File: src/rtl/mips_pkg.sv
// mips_pkg
// Shared definitions for the HI/LO multiply/divide controller:
//   - OP_* encodings carried on the controller's 2-bit op port
//   - ALUOp (MIPS funct) values that select each mul/div operation
//   - state encoding of the controller FSM
//   - small decode helpers used by the decoder and the datapath
package mips_pkg;

  localparam logic [1:0] OP_MULT  = 2'b00;
  localparam logic [1:0] OP_MULTU = 2'b01;
  localparam logic [1:0] OP_DIV   = 2'b10;
  localparam logic [1:0] OP_DIVU  = 2'b11;

  // The decoder forwards the R-type funct field as ALUOp; the four mul/div
  // functs share their upper bits, so the low two bits are the op code.
  localparam logic [5:0] ALUOP_MULT  = 6'h18;
  localparam logic [5:0] ALUOP_MULTU = 6'h19;
  localparam logic [5:0] ALUOP_DIV   = 6'h1A;
  localparam logic [5:0] ALUOP_DIVU  = 6'h1B;

  localparam logic [1:0] ST_IDLE  = 2'd0;
  localparam logic [1:0] ST_CALC  = 2'd1;
  localparam logic [1:0] ST_FIXUP = 2'd2;
  localparam logic [1:0] ST_DONE  = 2'd3;

  typedef enum logic [1:0] {
    IDLE  = ST_IDLE,
    CALC  = ST_CALC,
    FIXUP = ST_FIXUP,
    DONE  = ST_DONE
  } md_state_t;

  function automatic logic is_muldiv_aluop(input logic [5:0] aluop);
    return aluop[5:2] == ALUOP_MULT[5:2];
  endfunction

  function automatic logic [1:0] aluop_to_md_op(input logic [5:0] aluop);
    return aluop[1:0];
  endfunction

  function automatic logic is_div_op(input logic [1:0] op);
    return (op == OP_DIV) || (op == OP_DIVU);
  endfunction

  function automatic logic is_signed_op(input logic [1:0] op);
    return (op == OP_MULT) || (op == OP_DIV);
  endfunction

endpackage

File: src/rtl/muldiv_engine.sv
// muldiv_engine
// Datapath of the HI/LO unit: operand/accumulator registers, one iteration
// of shift-add multiply or restoring divide per step, and the final sign fix.
// Ports:
//   clk, rst          clock, asynchronous active-low reset
//   load              capture operands (magnitudes for signed ops)
//   step              run one engine iteration
//   fix               apply sign/div-by-zero fixup and load hilo_wdata
//   op                operation code (OP_*), sampled with load
//   src_a, src_b      raw operands
//   hilo_wdata        registered {HI,LO} result, held between operations
module muldiv_engine
  import mips_pkg::*;
#(
  parameter int DATA_W = 32
) (
  input  logic                  clk,
  input  logic                  rst,
  input  logic                  load,
  input  logic                  step,
  input  logic                  fix,
  input  logic [1:0]            op,
  input  logic [DATA_W-1:0]     src_a,
  input  logic [DATA_W-1:0]     src_b,
  output logic [2*DATA_W-1:0]   hilo_wdata
);

  // acc holds {HI,LO} of the product while multiplying and {rem,quot}
  // while dividing; opnd is the multiplicand or the divisor.
  logic [2*DATA_W-1:0] acc;
  logic [DATA_W-1:0]   opnd;
  logic [DATA_W-1:0]   orig_a;
  logic                is_div_q;
  logic                neg_q;
  logic                neg_r;

  logic                signed_in;
  logic [DATA_W-1:0]   mag_a;
  logic [DATA_W-1:0]   mag_b;
  logic [DATA_W-1:0]   acc_hi;
  logic [DATA_W-1:0]   acc_lo;
  logic [DATA_W:0]     mul_sum;
  logic [DATA_W:0]     rem_sh;
  logic                rem_ge;
  logic [DATA_W-1:0]   rem_new;
  logic [2*DATA_W-1:0] step_val;
  logic [2*DATA_W-1:0] fix_val;

  assign acc_hi = acc[2*DATA_W-1:DATA_W];
  assign acc_lo = acc[DATA_W-1:0];

  // Operand magnitudes; signed ops run the unsigned engine on |a|, |b|.
  always_comb begin
    signed_in = is_signed_op(op);
    mag_a     = (signed_in && src_a[DATA_W-1]) ? -src_a : src_a;
    mag_b     = (signed_in && src_b[DATA_W-1]) ? -src_b : src_b;
  end

  // One iteration. Multiply adds the multiplicand into HI when the current
  // multiplier LSB is set, then shifts {carry,HI,LO} right. Divide shifts
  // {rem,quot} left and keeps the trial difference when it does not borrow.
  always_comb begin
    mul_sum  = acc_lo[0] ? ({1'b0, acc_hi} + {1'b0, opnd}) : {1'b0, acc_hi};
    rem_sh   = {acc_hi, acc_lo[DATA_W-1]};
    rem_ge   = rem_sh >= {1'b0, opnd};
    rem_new  = rem_ge ? DATA_W'(rem_sh - {1'b0, opnd}) : rem_sh[DATA_W-1:0];
    step_val = is_div_q ? {rem_new, acc_lo[DATA_W-2:0], rem_ge}
                        : {mul_sum, acc_lo[DATA_W-1:1]};
  end

  // Sign restoration. A zero divisor bypasses the engine result entirely
  // and reports all-ones quotient with the untouched dividend as remainder.
  always_comb begin
    fix_val = acc;
    if (!is_div_q) begin
      fix_val = neg_q ? -acc : acc;
    end else if (opnd == '0) begin
      fix_val = {orig_a, {DATA_W{1'b1}}};
    end else begin
      fix_val = {(neg_r ? -acc_hi : acc_hi), (neg_q ? -acc_lo : acc_lo)};
    end
  end

  // Datapath registers; hilo_wdata changes only on a completed fixup.
  always_ff @(posedge clk or negedge rst) begin
    if (!rst) begin
      acc        <= '0;
      opnd       <= '0;
      orig_a     <= '0;
      is_div_q   <= 1'b0;
      neg_q      <= 1'b0;
      neg_r      <= 1'b0;
      hilo_wdata <= '0;
    end else begin
      if (load) begin
        is_div_q <= is_div_op(op);
        neg_q    <= signed_in & (src_a[DATA_W-1] ^ src_b[DATA_W-1]);
        neg_r    <= signed_in & src_a[DATA_W-1];
        orig_a   <= src_a;
        opnd     <= is_div_op(op) ? mag_b : mag_a;
        acc      <= {{DATA_W{1'b0}}, (is_div_op(op) ? mag_a : mag_b)};
      end else if (step) begin
        acc <= step_val;
      end
      if (fix) begin
        hilo_wdata <= fix_val;
      end
    end
  end

endmodule

File: src/rtl/muldiv_hilo_ctrl.sv
// muldiv_hilo_ctrl
// Multi-cycle MULT/MULTU/DIV/DIVU controller beside the EX-stage ALU.
// Stalls IF/ID/EX while busy and emits a one-cycle HI/LO write strobe.
// ITER must equal DATA_W (one engine iteration per operand bit).
// Ports:
//   clk, rst          pipeline clock, asynchronous active-low reset
//   start             EX holds a mul/div (sampled only in IDLE)
//   op                OP_MULT / OP_MULTU / OP_DIV / OP_DIVU
//   src_a, src_b      forwarded Rs / Rt values
//   flush             exception flush; aborts any operation
//   stall             hold IF/ID/EX
//   busy              state != IDLE
//   hilo_we           one-cycle HI/LO write strobe
//   hilo_wdata        {HI,LO} write data
module muldiv_hilo_ctrl
  import mips_pkg::*;
#(
  parameter int DATA_W = 32,
  parameter int ITER   = 32
) (
  input  logic                  clk,
  input  logic                  rst,
  input  logic                  start,
  input  logic [1:0]            op,
  input  logic [DATA_W-1:0]     src_a,
  input  logic [DATA_W-1:0]     src_b,
  input  logic                  flush,
  output logic                  stall,
  output logic                  busy,
  output logic                  hilo_we,
  output logic [2*DATA_W-1:0]   hilo_wdata
);

  localparam int CNT_W = (ITER > 1) ? $clog2(ITER) : 1;
  localparam logic [CNT_W-1:0] LAST_CNT = CNT_W'(ITER - 1);

  md_state_t        state;
  md_state_t        state_nxt;
  logic [CNT_W-1:0] cnt;
  logic             load;
  logic             step;
  logic             fix;

  // State register
  always_ff @(posedge clk or negedge rst) begin
    if (!rst) begin
      state <= IDLE;
    end else begin
      state <= state_nxt;
    end
  end

  // Iteration counter, restarted whenever operands are captured
  always_ff @(posedge clk or negedge rst) begin
    if (!rst) begin
      cnt <= '0;
    end else if (load) begin
      cnt <= '0;
    end else if (step) begin
      cnt <= cnt + 1'b1;
    end
  end

  // Next state; flush overrides every state so an exception always wins
  always_comb begin
    state_nxt = state;
    if (flush) begin
      state_nxt = IDLE;
    end else begin
      case (state)
        IDLE:    if (start) state_nxt = CALC;
        CALC:    if (cnt == LAST_CNT) state_nxt = FIXUP;
        FIXUP:   state_nxt = DONE;
        DONE:    state_nxt = IDLE;
        default: state_nxt = IDLE;
      endcase
    end
  end

  // Outputs and datapath strobes. stall covers the start cycle too, and
  // drops in DONE so the instruction leaves EX on the HI/LO write edge.
  always_comb begin
    load    = 1'b0;
    step    = 1'b0;
    fix     = 1'b0;
    hilo_we = 1'b0;
    stall   = 1'b0;
    busy    = (state != IDLE);
    if (!flush) begin
      case (state)
        IDLE: begin
          load  = start;
          stall = start;
        end
        CALC: begin
          step  = 1'b1;
          stall = 1'b1;
        end
        FIXUP: begin
          fix   = 1'b1;
          stall = 1'b1;
        end
        DONE:    hilo_we = 1'b1;
        default: ;
      endcase
    end
  end

  muldiv_engine #(
    .DATA_W (DATA_W)
  ) u_engine (
    .clk        (clk),
    .rst        (rst),
    .load       (load),
    .step       (step),
    .fix        (fix),
    .op         (op),
    .src_a      (src_a),
    .src_b      (src_b),
    .hilo_wdata (hilo_wdata)
  );

endmodule
File: config.mk
export PLATFORM = sky130hd
export DESIGN_NAME = muldiv_hilo_ctrl
export DESIGN_NICKNAME = d
export VERILOG_FILES = /design/src/rtl/mips_pkg.sv /design/src/rtl/muldiv_engine.sv /design/src/rtl/muldiv_hilo_ctrl.sv
export SDC_FILE = /design/constraint.sdc
export NUM_CORES = 1
export LEC_CHECK = 0
export ABC_AREA = 1
export CAP_MARGIN = 15
export CORE_UTILIZATION = 55
export DETAILED_ROUTE_END_ITERATION = 6
export PLACE_DENSITY = 0.84
export SETUP_SLACK_MARGIN = 0.4
export SLEW_MARGIN = 5
export SYNTH_ARGS = -nofsm -noshare
export SYNTH_HDL_FRONTEND = slang
export SYNTH_HIERARCHICAL = 1
export SYNTH_SLANG_ARGS = --single-unit
File: constraint.sdc
create_clock -name clk -period 7.1 [get_ports clk]
set_clock_uncertainty 0.2 [all_clocks]
set_input_delay 0.71 -clock clk [delete_from_list [all_inputs] [get_ports clk]]
set_output_delay 0.71 -clock clk [all_outputs]
set_load 0.01 [all_outputs]
==> impl_metrics.toml, run 1 <==
[cells_and_area]
fin_area_mm2 = 0.0223
area_growth_pct = 12.0
fill_cells = 3435
utilization_pct = 62.6
antenna_cells = 0
regArea_mm2 = 0.00506
nets = 3524
drive_gt1_share_pct = 4.57
multi_input_area_mm2 = 0.0125

[power_and_ir_drop]
power_mw = 10.6
ir_drop_mv = 0.296
leakagePower_nw = 11.1
p_per_area_mw_per_mm2 = 475

[setup_path]
cp_slowest_cell = "clkdlybuf4s50_1"
crit_path_start_kind = "input port"
crit_fanout = 39
path_buf_inv = 5
cp_data_required_time_ps = 6190
crit_chain = "clkdlybuf4s50_1 -> inv_2 -> nand3_2 -> inv_2 -> buf_4 -> nor2_1 -> nor2_1 -> clkdlybuf4s50_1"
cp-end-kind = "output port"
critPathKind = "in2out"
critPathMaxStageDelay_ps = 580
critPathArrivalTime_ps = 3300
crit_family = "buffers and inverters"

[synth]
synth_edf_count = 0
avgSynthCellArea_um2 = 5.99
async_flop_share_pct = 100
synth_cell_types = 55
synth_top_flop_cell = "dfrtp_1"
synthCells = 3317
synth_area_mm2 = 0.0199
seq_area_frac_synth_pct = 25.4
synth_warnings = 6
synth_nets = 3464
ys_ff_latch = 202

[sta]
finalSetupViolations = 0
finalCritPeriodShare_pct = 59.3
fin_setup_tns_ps = 0
maxSlewViolCount = 0
rsz0062_at_grt = "no"
slew_headroom_pct = 36.1
hold_violations = 0
tightest_slew_ps = 949
finalCriticalPeriod_ps = 4210
max_clock_freq_mhz = 238

[global_routing]
grt_pass1_wl_mm = 125
antenna_found_initial = 0
track_usage_pct = 45.2
gr-usage-met3_pct = 11.2
grt_busiest_layer = "met2"
grt_max_degree = 108
grt_pass1_vias = 21200
overflow = 0
use_met2_pct = 65.0
grt.met1_usage_pct = 59.6

[run_status]
status = "finished with violations"
violations = "design-rule violations"

[clocking]
cts_tree = "built"
clkSlewWorstSetupHoldPaths_ps = 50
cts_resized = 0
cts-root-buf = "clkbuf_16"
clock_latency_ps = 560
cts.sinks = 202
htreeDepth = 1
clock_path_buffers = 3
hold_buffers = 0
cts-buffers-inserted = 24
cts_setup_buffers = 0

[placement]
placed_cell_area_mm2 = 0.0214
dp_hpwl_mm = 64.5
place.gp.congestion = 1.13
port_buffers = 136

[floorplanning]
dieArea_mm2 = 0.0369
start_util_pct = 55.9
rows = 69
core-area_mm2 = 0.0356
die_height_um = 192
die_x_um = 192
ios = 137

[drt]
via_per_inst = 6.03
drt_iter0_drc = 3900
dr.pass1.iters = 7
drc_errors = 7
ant_nets = 0
wirelength_mm = 83.1
vias = 23200
wl_per_cell_um = 21.5

[min_path]
hold_class = "in2async"

[run]
drv_cap = 0
==> metrics by stage <==
step | hold WS (ps) | std cells | worst slack [ps]
final | 25.8 | 3855 | 2890
after global routing | 99.7 | 3855 | 2680
after CTS | 79.2 | 3854 | 2880
after detailed placement | 280 | 3811 | 2470
after global placement | 275 | 3811 | 2500
after floorplan | 214 | 3317 | 4430
==> worst register-to-register path, delay by kind of cell (launching register included) <==
family | cells | cell delay [ps]
buffers and inverters | 4 | 1240
and+or+nand+nor | 6 | 1160
DFF | 1 | 500
AOI/OAI and AO/OA | 1 | 390
==> per-layer routing <==
layer / wire length (um) / part of all wire, %
met5: 0 / 0
met4: 6760 / 8.1
met3: 11700 / 14
met2: 33500 / 40
met1: 31100 / 37
==> where the power goes <==
part / leakage, nW / switching (mW) / total, mW / internal, mW
Clock: 0.396 / 0.539 / 1.26 / 0.718
Combinational: 8.27 / 4.62 / 6.81 / 2.19
Sequential: 2.43 / 0.847 / 2.51 / 1.67
Total: 11.1 / 6.00 / 10.6 / 4.57
==> placed cells by master, fill, tap and decap left out, drive strengths merged <==
cell type / count
o31ai: 3
o221ai: 12
o211ai: 33
a31oi: 5
a22oi: 8
fa: 2
nand2: 1044
xor2: 105
a21o: 4
a21oi: 192
clkbuf: 34
clkdlybuf4s50: 135
nor4: 7
o2111ai: 1
bufinv: 1
clkinv: 9
o21bai: 7
ha: 75
o22ai: 15
o2bb2ai: 1
nor3: 40
nor2: 396
nand4: 51
buf: 17
o21ai: 228
o21a: 2
xnor2: 16
or2: 9
dfrtp: 202
a211oi: 1
inv: 474
nand3b: 13
nand3: 245
and2: 7
==> registers in the layout, indices dropped and copies added, names as in the netlist <==
name / cells
u_engine/acc: 64
u_engine/hilo_wdata: 64
u_engine/opnd: 32
u_engine/orig_a: 32
cnt: 5
state: 2
u_engine/is_div_q: 1
u_engine/neg_q: 1
u_engine/neg_r: 1
==> cells by family (layout without fill, tap and decap cells) <==
kind of cell / after synthesis / count (layout) / share of synthesized area [%]
AOI/OAI and AO/OA: 512 / 512 / 14.3
xor gates and xnor gates: 121 / 121 / 5.33
adders and majority gates: 77 / 77 / 4.92
buffers and inverters: 593 / 670 / 11.7
DFF: 202 / 202 / 25.4
and+or+nand+nor: 1812 / 1812 / 38.4
==> Yosys cell counts (all sizes together) (7+ instances only) <==
cell	count	share of area [%]
nand3	245	6.4
inv	472	8.9
nor2	396	7.9
o211ai	33	1.3
o221ai	12	0.53
ha	75	4.7
buf	54	1.5
nor3	40	1.2
o21ai	228	5.9
o21bai	7	0.28
a22oi	8	0.30
nor4	7	0.22
xor2	105	4.6
nand4	51	1.6
dfrtp	202	25
nand3b	13	0.49
clkbuf	65	1.2
and2	7	0.22
or2	9	0.28
a21oi	192	4.9
nand2	1044	20
xnor2	16	0.70
o22ai	15	0.47
==> layout make-up <==
type	count	area share [%]
sequential	202	22.7
timing repair buffer	153	6.82
clock inverter	10	0.511
clock buffer	33	3.07
inverter	474	8.01
multi-input combinational	2522	56.3
tap	461	2.59
==> worst paths after layout <==
check                      slack [ps]                       to                   start  cells after the start
setup reg to reg                 3470  u_engine/hilo_wdata[24]       u_engine/opnd[17]                     11
hold reg to reg                   290   u_engine/hilo_wdata[2]  u_engine/hilo_wdata[2]                      2
min in group clk                  290   u_engine/hilo_wdata[2]  u_engine/hilo_wdata[2]                      2
setup / recovery                 2890                    stall                   flush                      8
max in group asynchronous        5570        u_engine/is_div_q                     rst                      2
hold / removal                     30  u_engine/hilo_wdata[56]                     rst                      1
Note: power is estimated with default switching activity, not from simulation.
==> run 2: changes to the inputs <==
Clock period 7.1 ns to 4.3 ns, I/O delays scaled along.
==> impl_metrics.toml, run 2 (synthesized netlist as in run 1, its figures left out) <==
[floorplanning]
core-area_mm2 = 0.0356
ios = 137
die_x_um = 192
rows = 69
start_util_pct = 55.9
die_height_um = 192
dieArea_mm2 = 0.0369

[sta]
finalCritPeriodShare_pct = 79.3
finalCriticalPeriod_ps = 3410
tightest_slew_ps = 961
finalSetupViolations = 0
fin_setup_tns_ps = 0
slew_headroom_pct = 35.9
max_clock_freq_mhz = 293
hold_violations = 0
rsz0062_at_grt = "no"
maxSlewViolCount = 0

[cells_and_area]
fill_cells = 3557
fin_area_mm2 = 0.0225
nets = 3555
final_common_cell = "nand2_1"
utilization_pct = 63.3
reg_top3 = "u_engine/acc x64, u_engine/hilo_wdata x64"
most-common-layout-cells = "1,024 x nand2_1, 459 x inv_1, 367 x nor2_1"
drive_gt1_share_pct = 5.43
area_growth_pct = 13.3

[drt]
wirelength_mm = 87.1
drt_iter0_drc = 3358
drc_errors = 0
vias = 23500
dr.pass1.iters = 6
wl_per_cell_um = 22.4
ant_nets = 0
via_per_inst = 6.04

[setup_path]
critPathMaxStageDelay_ps = 590
crit_chain = "inv_1 -> nand4_1 -> nor2_1 -> nand3_1 -> nor2_2 -> buf_4 -> nand2_1 -> inv_1 -> nor2_4 -> clkinv_1 -> a21oi_1 -> a21oi_1"
critPathKind = "reg2reg"
cp_data_required_time_ps = 4530
critPathArrivalTime_ps = 3640
crit_path_start_kind = "flop"
cp-end-kind = "flop"
r2r_slack_ps = 890
cp_slowest_cell = "clkinv_1"
crit_fanout = 17

[clocking]
cts.sinks = 202
htreeDepth = 1
cts_resized = 0
cts_tree = "built"
cts-buffers-inserted = 24
clock_path_buffers = 3
cts-root-buf = "clkbuf_16"
hold_buffers = 1
cts_setup_buffers = 0
clkSlewWorstSetupHoldPaths_ps = 70
clock_latency_ps = 560

[min_path]
hold_class = "reg2reg"

[power_and_ir_drop]
p_per_area_mw_per_mm2 = 792
power_mw = 17.8
leakagePower_nw = 11.3
ir_drop_mv = 0.467

[global_routing]
grt_pass1_vias = 21800
overflow = 0
antenna_found_initial = 4
grt_max_degree = 110
track_usage_pct = 47.6
grt_pass1_wl_mm = 130

[placement]
dp_hpwl_mm = 68.7
port_buffers = 136
placed_cell_area_mm2 = 0.0217
place.gp.congestion = 1.16

[run]
drv_cap = 0

[run_status]
status = "finished clean"
-- run 2: cell count changes in the layout (fill, tap and decap cells not counted) --
cell and change:
buf_4 +30, bufinv_16 +2, clkbuf_1 -1, clkinv_16 -1
clkinv_2 +1, clkinv_4 -1, clkinv_8 +1, diode_2 +1
dlygate4sd3_1 +1, inv_6 -1
-- run 2: worst paths after layout --
path | end | cells past startpoint | from
setup / recovery | u_engine/hilo_wdata[11] | 12 | u_engine/opnd[23]
hold / removal | u_engine/hilo_wdata[57] | 2 | u_engine/hilo_wdata[57]
setup reg to reg | u_engine/hilo_wdata[11] | 12 | u_engine/opnd[23]
hold reg to reg | u_engine/hilo_wdata[57] | 2 | u_engine/hilo_wdata[57]
max in group asynchronous | u_engine/orig_a[9] | 3 | rst
min in group asynchronous | u_engine/hilo_wdata[56] | 2 | rst
-- run 2: stage by stage --
| stage | cells | hold WS [ps] | setup WS, ps |
|---|---|---|---|
| floorplan | 3317 | -65.6 | 1630 |
| global placement | 3842 | 273 | 1110 |
| detailed placement | 3842 | 281 | 1030 |
| CTS | 3886 | 293 | 948 |
| global route | 3886 | 309 | 697 |
| finish | 3887 | 297 | 889 |
-- run 2: per-layer routing --
layer | global-route usage (%) | up-vias | share of wire (%)
met5 | 0 | - | 0.063
met4 | 34.6 | 8 | 8.9
met3 | 12.6 | 407 | 12
met2 | 70.2 | 1697 | 41
met1 | 59.9 | 10600 | 38
li1 | - | 10700 | -
-- run 2: where the power goes --
group,switching [mW],total [mW],internal [mW]
Clock,0.892,2.19,1.29
Sequential,1.13,3.88,2.76
Combinational,8.06,11.8,3.71
Total,10.1,17.8,7.77
-- run 2: final cells by class --
cell class	instances	area, um^2	area share (%)
Multi-Input combinational cell	2522	12500	55.6
Antenna cell	1	2.50	0.0111
Clock inverter	11	148	0.655
Inverter	474	1780	7.91
Clock buffer	32	681	3.02
Timing Repair Buffer	184	1750	7.78
Sequential cell	202	5060	22.5
Tap cell	461	577	2.56
-- run 2: worst max-delay path: cells and delay by family, from the launching register on --
family | cells | cell delay, ps
AOI/OAI and AO/OA | 2 | 410
buffers and inverters | 4 | 1210
DFF | 1 | 430
and+or+nand+nor | 6 | 1010
